--- config.mk ---
export PLATFORM = sky130hd
export DESIGN_NAME = mem_stage_sequencer
export DESIGN_NICKNAME = d
export VERILOG_FILES = /design/src/rtl/mem_stage_sequencer.sv
export SDC_FILE = /design/constraint.sdc
export NUM_CORES = 1
export LEC_CHECK = 0
export BUFFER_PORTS_ARGS = -buffer_cell sky130_fd_sc_hd__buf_2
export CAP_MARGIN = 20
export CORE_ASPECT_RATIO = 2
export CORE_MARGIN = 8
export CORE_UTILIZATION = 54
export DETAILED_ROUTE_END_ITERATION = 8
export PLACE_DENSITY = 0.82
export SYNTH_ARGS = -nofsm -noshare
export SYNTH_HDL_FRONTEND = slang
export SYNTH_SLANG_ARGS = --single-unit
--- constraint.sdc ---
create_clock -name clk -period 6.6 [get_ports clk]
set_clock_uncertainty 0.1 [all_clocks]
set_input_delay 0.33 -clock clk [delete_from_list [all_inputs] [get_ports clk]]
set_output_delay 0.33 -clock clk [all_outputs]
set_load 0.1 [all_outputs]
--- src/rtl/mem_stage_sequencer.sv ---
// MEM-stage data-memory sequencer: single (LDR/STR/LDB/STB) and two-step (LDI/STI) dcache accesses.
// Optional MEM_TIMEOUT_EN adds a per-access response timeout with a sticky err_out flag.
module mem_stage_sequencer #(
  parameter int unsigned WIDTH          = 16,
  parameter int unsigned TIMEOUT_CYCLES = 255
) (
  input  logic             clk,
  input  logic             rst,
  input  logic             valid_in,
  input  logic             mem_read,
  input  logic             mem_write,
  input  logic             indirect_enable,
  input  logic [1:0]       mem_byte_enable,
  input  logic [WIDTH-1:0] addr_in,
  input  logic [WIDTH-1:0] wdata_in,
  input  logic             dmem_resp,
  input  logic [WIDTH-1:0] dmem_rdata,
  output logic             dmem_read,
  output logic             dmem_write,
  output logic [WIDTH-1:0] dmem_address,
  output logic [WIDTH-1:0] dmem_wdata,
  output logic [1:0]       dmem_byte_enable,
  output logic             stall_out,
  output logic             done_out,
  output logic [WIDTH-1:0] rdata_out,
  output logic             err_out
);

  typedef enum logic [2:0] {IDLE, IND, RD, WR, DONE} state_t;

  state_t           state;
  logic [WIDTH-1:0] wdata_q;
  logic [1:0]       be_q;
  logic             st_q;
  logic             accept;

  // Word accesses are halfword-aligned; byte accesses keep the full address.
  function automatic logic [WIDTH-1:0] align(input logic [WIDTH-1:0] a, input logic [1:0] be);
    return (be == 2'b11) ? {a[WIDTH-1:1], 1'b0} : a;
  endfunction

  assign accept = valid_in & (mem_read | mem_write | indirect_enable);

  // Stall is raised in the accepting cycle itself so EX/MEM holds the instruction.
  assign stall_out = (state == IND) || (state == RD) || (state == WR) ||
                     ((state == IDLE) && accept);

`ifdef MEM_TIMEOUT_EN
  localparam int unsigned CNT_W = 8;
  localparam logic [CNT_W-1:0] TIMEOUT_LAST = CNT_W'(TIMEOUT_CYCLES - 1);
  logic [CNT_W-1:0] wait_cnt;
  logic             err_q;
  assign err_out = err_q;
`else
  assign err_out = 1'b0;
`endif

  always_ff @(posedge clk or posedge rst) begin
    if (rst) begin
      state            <= IDLE;
      wdata_q          <= '0;
      be_q             <= '0;
      st_q             <= 1'b0;
      dmem_read        <= 1'b0;
      dmem_write       <= 1'b0;
      dmem_address     <= '0;
      dmem_wdata       <= '0;
      dmem_byte_enable <= '0;
      done_out         <= 1'b0;
      rdata_out        <= '0;
`ifdef MEM_TIMEOUT_EN
      wait_cnt         <= '0;
      err_q            <= 1'b0;
`endif
    end else begin
      done_out <= 1'b0;
      case (state)
        IDLE: begin
          if (accept) begin
            wdata_q <= wdata_in;
            be_q    <= mem_byte_enable;
            st_q    <= mem_write & ~mem_read;
`ifdef MEM_TIMEOUT_EN
            wait_cnt <= '0;
`endif
            if (indirect_enable) begin
              state            <= IND;
              dmem_read        <= 1'b1;
              dmem_address     <= align(addr_in, 2'b11);
              dmem_byte_enable <= 2'b11;
            end else if (mem_read) begin
              state            <= RD;
              dmem_read        <= 1'b1;
              dmem_address     <= align(addr_in, mem_byte_enable);
              dmem_byte_enable <= mem_byte_enable;
            end else begin
              state            <= WR;
              dmem_write       <= 1'b1;
              dmem_address     <= align(addr_in, mem_byte_enable);
              dmem_wdata       <= wdata_in;
              dmem_byte_enable <= mem_byte_enable;
            end
          end
        end
        IND: begin
          // Pointer returned: the final access targets it directly.
          if (dmem_resp) begin
            dmem_address     <= align(dmem_rdata, be_q);
            dmem_byte_enable <= be_q;
`ifdef MEM_TIMEOUT_EN
            wait_cnt <= '0;
`endif
            if (st_q) begin
              state      <= WR;
              dmem_read  <= 1'b0;
              dmem_write <= 1'b1;
              dmem_wdata <= wdata_q;
            end else begin
              state <= RD;
            end
          end
        end
        RD: begin
          if (dmem_resp) begin
            rdata_out <= dmem_rdata;
            dmem_read <= 1'b0;
            done_out  <= 1'b1;
            state     <= DONE;
          end
        end
        WR: begin
          if (dmem_resp) begin
            dmem_write <= 1'b0;
            done_out   <= 1'b1;
            state      <= DONE;
          end
        end
        DONE: state <= IDLE;
        default: state <= IDLE;
      endcase
`ifdef MEM_TIMEOUT_EN
      // Abandon an access the dcache never answers; loads return zero.
      if (((state == IND) || (state == RD) || (state == WR)) && !dmem_resp) begin
        if (wait_cnt == TIMEOUT_LAST) begin
          err_q      <= 1'b1;
          dmem_read  <= 1'b0;
          dmem_write <= 1'b0;
          done_out   <= 1'b1;
          state      <= DONE;
          if ((state == RD) || ((state == IND) && !st_q)) rdata_out <= '0;
        end else begin
          wait_cnt <= wait_cnt + CNT_W'(1);
        end
      end
`endif
    end
  end

endmodule

==> Yosys cells after proc, flatten, opt, wreduce, memory -nomap -nowiden <==
Cells that the tools add are included.
W data, S select, Z words.
{ "op_classes": {"n_addsub": 0, "n_mul": 0, "div": 0, "n_lt_le_gt_ge": 0, "n_eq_ne": 14, "shift": 0, "mux": 38, "bitwise_logic": 5, "n_reduce_logical": 16} }
{ "ops": {"columns": ["op", "n"], "rows": [
  ["$mux W16", 7],
  ["$pmux W16 S2", 2],
  ["$mux W1", 18],
  ["$ne A2 B2 Y1 const B", 7],
  ["$reduce_and A6 Y1", 2],
  ["$mux W3", 3],
  ["$pmux W3 S3", 1],
  ["$mux W2", 4],
  ["$reduce_and A7 Y1", 1],
  ["$eq A3 B2 Y1 const B", 2],
  ["$pmux W1 S3", 2],
  ["$reduce_and A3 Y1", 2],
  ["$reduce_bool A3 Y1", 2],
  ["$eq A2 B2 Y1 const B", 2],
  ["$pmux W2 S2", 1],
  ["$reduce_and A2 Y1", 2],
  ["$eq A3 B1 Y1 const B", 1],
  ["$logic_not A3 Y1", 1],
  ["$logic_or A1 B1 Y1", 3],
  ["$ne A3 B3 Y1 const B", 1],
  ["$and A1 B1 Y1", 2],
  ["$ne A2 B1 Y1 const B", 1],
  ["$or A1 B1 Y1", 2],
  ["$reduce_bool A2 Y1", 1],
  ["3 further kinds", 3]
]} }
{ "totals": {"regBits": 75, "latch_bits": 0, "mem_bits_rw": 0, "romBits": 0, "in_bits": 57, "n_memories": 0} }

==> Longest topological paths before layout <==
Gate-level depths: netlist of the first run.
{ "logic_depth": {"word_depth": 5, "mapped_depth": 7, "ltp_nobuf": 4} }

==> Least setup slack after synthesis of the first run <==
No wires, ideal clock.
{ "synth_path": {"path_kind": "reg-to-output", "from": "reg state[0]", "to": "out stall_out", "t_arrival_ns": 2.631, "path_slack_ns": 3.539, "path_stages_with_launch": 6, "path_buffers": 3, "cell_sequence": "dfrtp_1 -> buf_2 -> buf_2 -> buf_1 -> nor2_1 -> a21oi_1"} }
{ "synth_via": {"elab_chain_len": 4, "elab_cells_between_ends": 8, "cone_classes": "3 x eq/ne; 5 x reduce/logical"} }
{ "synth_lines": {"columns": ["element", "line", "text"], "rows": [
  ["start, declared", "31", "state_t state;"],
  ["start signal, assigned", "60", "state <= IDLE;"],
  ["start signal, assigned", "87", "state <= IND;"],
  ["start signal, assigned", "92", "state <= RD;"],
  ["$eq A3 B1 Y1 / $eq A3 B2 Y1 (equally long branches)", "45", "assign stall_out = (state == IND) || (state == RD) || (state == WR) ||"],
  ["$logic_or A1 B1 Y1 (2 in series)", "45", null],
  ["$logic_or A1 B1 Y1 (*)", "45", null],
  ["end, declared", "23", "output logic stall_out,"]
]} }
Mark *: on every way between the ends. The rest lies on a longest branch, timed or not.

==> Worst setup path in the final report of the first run <==
{ "layout_path": {"from": "reg state[2]", "to": "reg dmem_wdata[10]"} }
{ "layout_via": {"elab_chain_len": 3, "elab_cells_between_ends": 10, "cone_classes": "6 x eq/ne; 1 x mux; 3 x reduce/logical"} }
{ "layout_lines": {"columns": ["element", "line", "text"], "rows": [
  ["$eq A3 B1 Y1 / $logic_not A3 Y1 (equally long branches)", "77", "case (state)"],
  ["$ne A2 B2 Y1 (no line) / $reduce_bool A2 Y1 (equally long branches)", null, null],
  ["$reduce_and A6 Y1 (no line)", null, null],
  ["end signal, assigned", "100", "dmem_wdata <= wdata_in;"],
  ["end signal, assigned", "117", "dmem_wdata <= wdata_q;"],
  ["end, declared", "21", "output logic [WIDTH-1:0] dmem_wdata,"]
]} }
Parallel ways exist; a longest one is shown, timed or not.
A chain may end at the register's enable or synchronous reset.

==> results of run 1 <==
-- per-stage QoR --
step / std cells / setup slack, ps / hold WS (ps) / util
6_report: 447 / 4320 / 154 / 0.690
5_1_grt: 447 / 4150 / 144 / 0.690
3_5_place_dp: 433 / 4300 / 281 / 0.647
2_1_floorplan: 274 / 3540 / 379 / -
3_3_place_gp: 433 / 4370 / 276 / 0.647
4_1_cts: 447 / 4300 / 142 / 0.690
-- state kept, by name, indices dropped and copies added, names as in the netlist --
register and cells:
wdata_q 16, state 3, done_out 1, dmem_byte_enable 2, be_q 2, rdata_out 16, st_q 1, dmem_read 1
dmem_wdata 16, dmem_address 16, dmem_write 1
-- placed cells by master, fill, tap and decap left out, types with 2 or more instances in the layout --
cell and count:
inv_1 2, o21ai_1 3, clkbuf_16 9, mux2i_1 32, nor2_1 9, mux2_2 35, clkbuf_1 3, o21ai_0 33
nand2_1 40, a21oi_1 5, nor2b_1 3, dfrtp_1 75, buf_2 110, buf_4 4
-- cell usage after synthesis, drive strengths merged --
library cell	number
nand2	41
conb	1
a31oi	1
mux2	35
or3	1
nor4b	1
buf	16
inv	3
clkbuf	2
a211oi	1
a32oi	2
and2	1
o2bb2ai	1
a21o	1
and3	1
nor2b	3
mux2i	32
o21ai	36
or4	1
dfrtp	75
a21oi	5
nand2b	1
o31ai	1
a221oi	1
nor2	9
nor3	1
a2111oi	1
-- per-layer routing --
layer	global-route usage	wire length [µm]	vias up
met5	0	0	-
met1	0.175	2840	1123
met4	0.0680	118	0
met3	0.0805	534	8
li1	-	-	1169
met2	0.302	4060	67
-- worst max-delay path, delay by kind of cell (launching register included) --
kind | cells | cell delay [ps]
AO/OA/AOI/OAI | 1 | 90
flip-flops | 1 | 490
AND/OR/NAND/NOR | 2 | 1180
multiplexers | 1 | 270
-- what timing repair did --
action                                 4_1_cts  5_1_grt
hold buffers                                 1        0
gates resized for setup                      0        0
endpoints found under the hold margin       30        0
buffers inserted                             0        0
-- area by class of cell --
type	count	area, µm²	area share
Clock buffer	13	250	0.0609
Inverter	3	12.5	0.00304
Multi-Input combinational cell	178	1300	0.317
Sequential cell	75	1880	0.456
Tap cell	63	78.8	0.0192
Timing Repair Buffer	115	591	0.144
-- worst paths after layout --
| kind | startpoint | end | slack, ps | cells after the start |
|---|---|---|---|---|
| min in group asynchronous | rst | dmem_address[8] | 480 | 3 |
| max in group asynchronous | rst | dmem_wdata[5] | 4970 | 4 |
| worst min-delay path | dmem_rdata[3] | rdata_out[3] | 150 | 2 |
| worst min register to register | dmem_wdata[8] | dmem_wdata[8] | 370 | 2 |
| worst max register to register | state[2] | dmem_wdata[10] | 4320 | 4 |
| worst max-delay path | state[2] | dmem_wdata[10] | 4320 | 4 |
-- kinds of logic (layout without fill, tap and decap cells) --
kind of cell,Yosys count,after routing,share of synthesized area
compound gates,50,50,0.0901
buf+inv,21,131,0.0368
flops,75,75,0.570
mux,67,67,0.217
other cells,1,1,0.00114
simple gates,60,60,0.0851
==> results.json, run 1 <==
{
  "stdcell_area_um2": 4110,
  "synth_warnings": 0,
  "tritoncts": "yes",
  "crit_type": "flip-flop to flip-flop",
  "fin_tns_setup_ps": 0,
  "finalMaxSlewViolations": 0,
  "avgSynthCellArea_um2": 12.0,
  "drcViolationCount": 0,
  "postPlaceCellArea_um2": 3850,
  "antenna_found_initial": 0,
  "cts-root-buf": "clkbuf_16",
  "worstPathMaxFanout": 16,
  "hold_viol": 0,
  "min_path_type": "input port to flip-flop",
  "synth_nets": 331,
  "drt-total-wl_mm": 7.55,
  "netlist_instances": 274,
  "required_ps": 6690,
  "min_period_ps": 2280,
  "grt_max_degree": 46,
  "slowest_delay_ps": 820,
  "placement.io_buffers": 110,
  "die_x_um": 71.2,
  "grt-ovfl-total": 0,
  "setup_violations": 0,
  "synthTopCellsByArea": "dfrtp_1 57%, mux2_2 12%, mux2i_1 9.7%",
  "grt_pass1_vias": 2610,
  "die_h_um": 126,
  "fillers": 440,
  "start_util": 0.553,
  "cts_buffers": 9,
  "arrival_ps": 2370,
  "final_nets": 439,
  "cts.sinks": 75,
  "coreArea_um2": 5960,
  "ys_seq_elements": 75,
  "grt_use_total": 0.175,
  "drive_gt1_frac": 0.430,
  "antenna_left": 0,
  "crit_slowest_cell": "and2_1",
  "max_slew_margin": 0.363,
  "rows": 40,
  "path_clk_slew_ps": 50,
  "syn_to_final_growth_pct": 24.8,
  "cp-start-kind": "flip-flop",
  "period_share": 0.346,
  "gp_congestion": 0.827,
  "first_iter_violations": 113,
  "clk_latency_ps": 320,
  "timing.fmax_mhz": 439,
  "outcome": "completed",
  "crit_path_cell_trace": "nor2_1, and2_1, mux2i_1, o21ai_0",
  "via_count": 2367,
  "dp_hpwl_mm": 5.70,
  "via_per_inst": 5.30,
  "routedWlPerCell_um": 16.9,
  "first_pass_iters": 4,
  "h-tree-depth": 3,
  "num_antenna_cells": 0,
  "syn_area_um2": 3290,
  "grt_pass1_wl_mm": 12.3,
  "clock_tree.buffer_depth": 2,
  "synth_cell_types": 34,
  "synth_top_cell_area_share": 0.570,
  "io_pins": 112,
  "fp.dieArea_um2": 9010,
  "worst_slew_pin_slew_ps": 955,
  "rsz0062_at_grt": "no",
  "synth-seq-area-share": 0.570,
  "endpoint_kind": "flip-flop",
  "synth_area_leader_cell": "dfrtp_1",
  "cap_violations": 0
}
Power of run 1 is left out: the tool's default activity adds up to more than one toggle a clock period on the data nets, which glitch-free logic cannot reach.
==> run 2, diff against run 1 <==
Settings changed: CORE_UTILIZATION 54 to 50, PLACE_DENSITY 0.82 to 0.77.
Clock period 6.6 ns to 2.17 ns, I/O delays scaled along.
==> run 2 against run 1 <==
  * Register-to-register slack worse by 4200 ps
  * Final cell count rose by 17%
  * Critical path depth up 1
  * Highest routed layer unchanged
==> results.json, run 2 (synthesized netlist as in run 1, its figures left out) <==
{
  "outcome": "completed",
  "cts.sinks": 75,
  "die_x_um": 73.4,
  "finalMaxSlewViolations": 0,
  "reg2reg_depth": 5,
  "cp_num_cells": 5,
  "post_cts_buffers": 0,
  "r2r-start": "state[1]",
  "final_nets": 489,
  "cp-start-kind": "flip-flop",
  "grt_max_degree": 41,
  "via_per_inst": 5.17,
  "slowest_delay_ps": 540,
  "placement.io_buffers": 110,
  "period_share": 0.953,
  "grt_pass1_wl_mm": 14.3,
  "first_iter_violations": 184,
  "use_met3": 0.0749,
  "cap_violations": 0,
  "min_path_type": "input port to flip-flop",
  "endpoint_kind": "flip-flop",
  "clk_latency_ps": 330,
  "multiInputGateArea_um2": 1340,
  "first_pass_iters": 4,
  "arrival_ps": 2200,
  "regArea_um2": 1880,
  "cts-root-buf": "clkbuf_16",
  "coreArea_um2": 6520,
  "final_common_cell": "buf_2",
  "gp_congestion": 0.930,
  "final_cell_mix": "109 x buf_2, 73 x dfrtp_1, 46 x dlygate4sd3_1",
  "max_slew_margin": 0.588,
  "grt_use_total": 0.194,
  "setup_violations": 0,
  "cp-endpoint": "dmem_wdata[3]",
  "rows": 42,
  "routedWlPerCell_um": 16.9,
  "num_antenna_cells": 0,
  "hold_viol": 0,
  "fp.dieArea_um2": 9600,
  "required_ps": 2300,
  "met1_usage": 0.224,
  "crit_path_cell_trace": "nor4b_4, buf_4, a32oi_2, buf_4, o21ai_0",
  "crit_type": "flip-flop to flip-flop",
  "io_pins": 112,
  "min_period_ps": 2070,
  "clock_tree.buffer_depth": 2,
  "timing.fmax_mhz": 483,
  "fillers": 483,
  "h-tree-depth": 3,
  "grt-ovfl-total": 0,
  "die_h_um": 131,
  "syn_to_final_growth_pct": 45.7,
  "worstPathMaxFanout": 33,
  "drcViolationCount": 0,
  "cpMostUsedCell": "buf_4",
  "worst_slew_pin_slew_ps": 616,
  "grt_pass1_vias": 2930,
  "fin_tns_setup_ps": 0,
  "r2r_setup_slack_ps": 100,
  "drt-total-wl_mm": 8.85,
  "tritoncts": "yes",
  "antenna_found_initial": 0,
  "rr_endpoint": "dmem_wdata[3]",
  "path_clk_slew_ps": 60,
  "gr-max-usage-layer": "met2",
  "crit_path_start": "state[1]",
  "antenna_left": 0,
  "crit_slowest_cell": "nor4b_4",
  "dp_hpwl_mm": 5.53,
  "drive_gt1_frac": 0.407,
  "crit_family": "simple AND/OR/NAND/NOR gates",
  "via_count": 2713,
  "cts_buffers": 9,
  "start_util": 0.505,
  "crit_buf_inv": 2,
  "rsz0062_at_grt": "no",
  "grt.met2_usage": 0.315
}
## run 2: metal layers
layer,routed length (µm),vias up
met5,0,-
met3,734,14
li1,-,1273
met2,4460,117
met1,3450,1309
met4,204,0
## run 2: area by class of cell
| type | count | area share |
|---|---|---|
| clock inverters | 5 | 0.0209 |
| repair buffers | 164 | 0.232 |
| inverters | 3 | 0.00261 |
| well taps | 88 | 0.0230 |
| multi-input cells | 179 | 0.280 |
| clock buffers | 11 | 0.0506 |
| flip-flops and latches | 75 | 0.392 |
## run 2: worst reg2reg max path: stages, from the launching register on
cell     delay, ps
dfrtp_1        490
nor4b_4        550
buf_4          240
a32oi_2        100
buf_4          250
o21ai_0        250
## run 2: worst min path at each step
stage,start,endpoint,slack [ps],depth (start not counted)
2_1_floorplan,mem_byte_enable[1],be_q[1],160,1
3_3_place_gp,rst,wdata_q[3],90,2
3_5_place_dp,rst,wdata_q[5],100,2
4_1_cts,addr_in[12],dmem_address[12],8,3
5_1_grt,addr_in[10],dmem_address[10],30,3
6_report,addr_in[12],dmem_address[12],2,3
## run 2: what timing repair did
item,4_1_cts,5_1_grt
hold buffers,46,0
hold endpoints to repair,93,0
endpoints found under the setup margin,0,18
gates resized for setup,0,3
## run 2: through the flow
stage                     area [µm²]  utilization  hold slack [ps]  worst slack (ps)  std cells
after floorplan                 3300            -              159              51.5        274
after global placement          3960        0.608             92.1               223        462
after detailed placement        3960        0.608              101              88.2        462
after CTS                       4770        0.732             7.93              75.5        524
after global routing            4800        0.736             31.7              8.76        525
final                           4800        0.736             2.33               101        525
Power of run 2 is left out for the same reason.
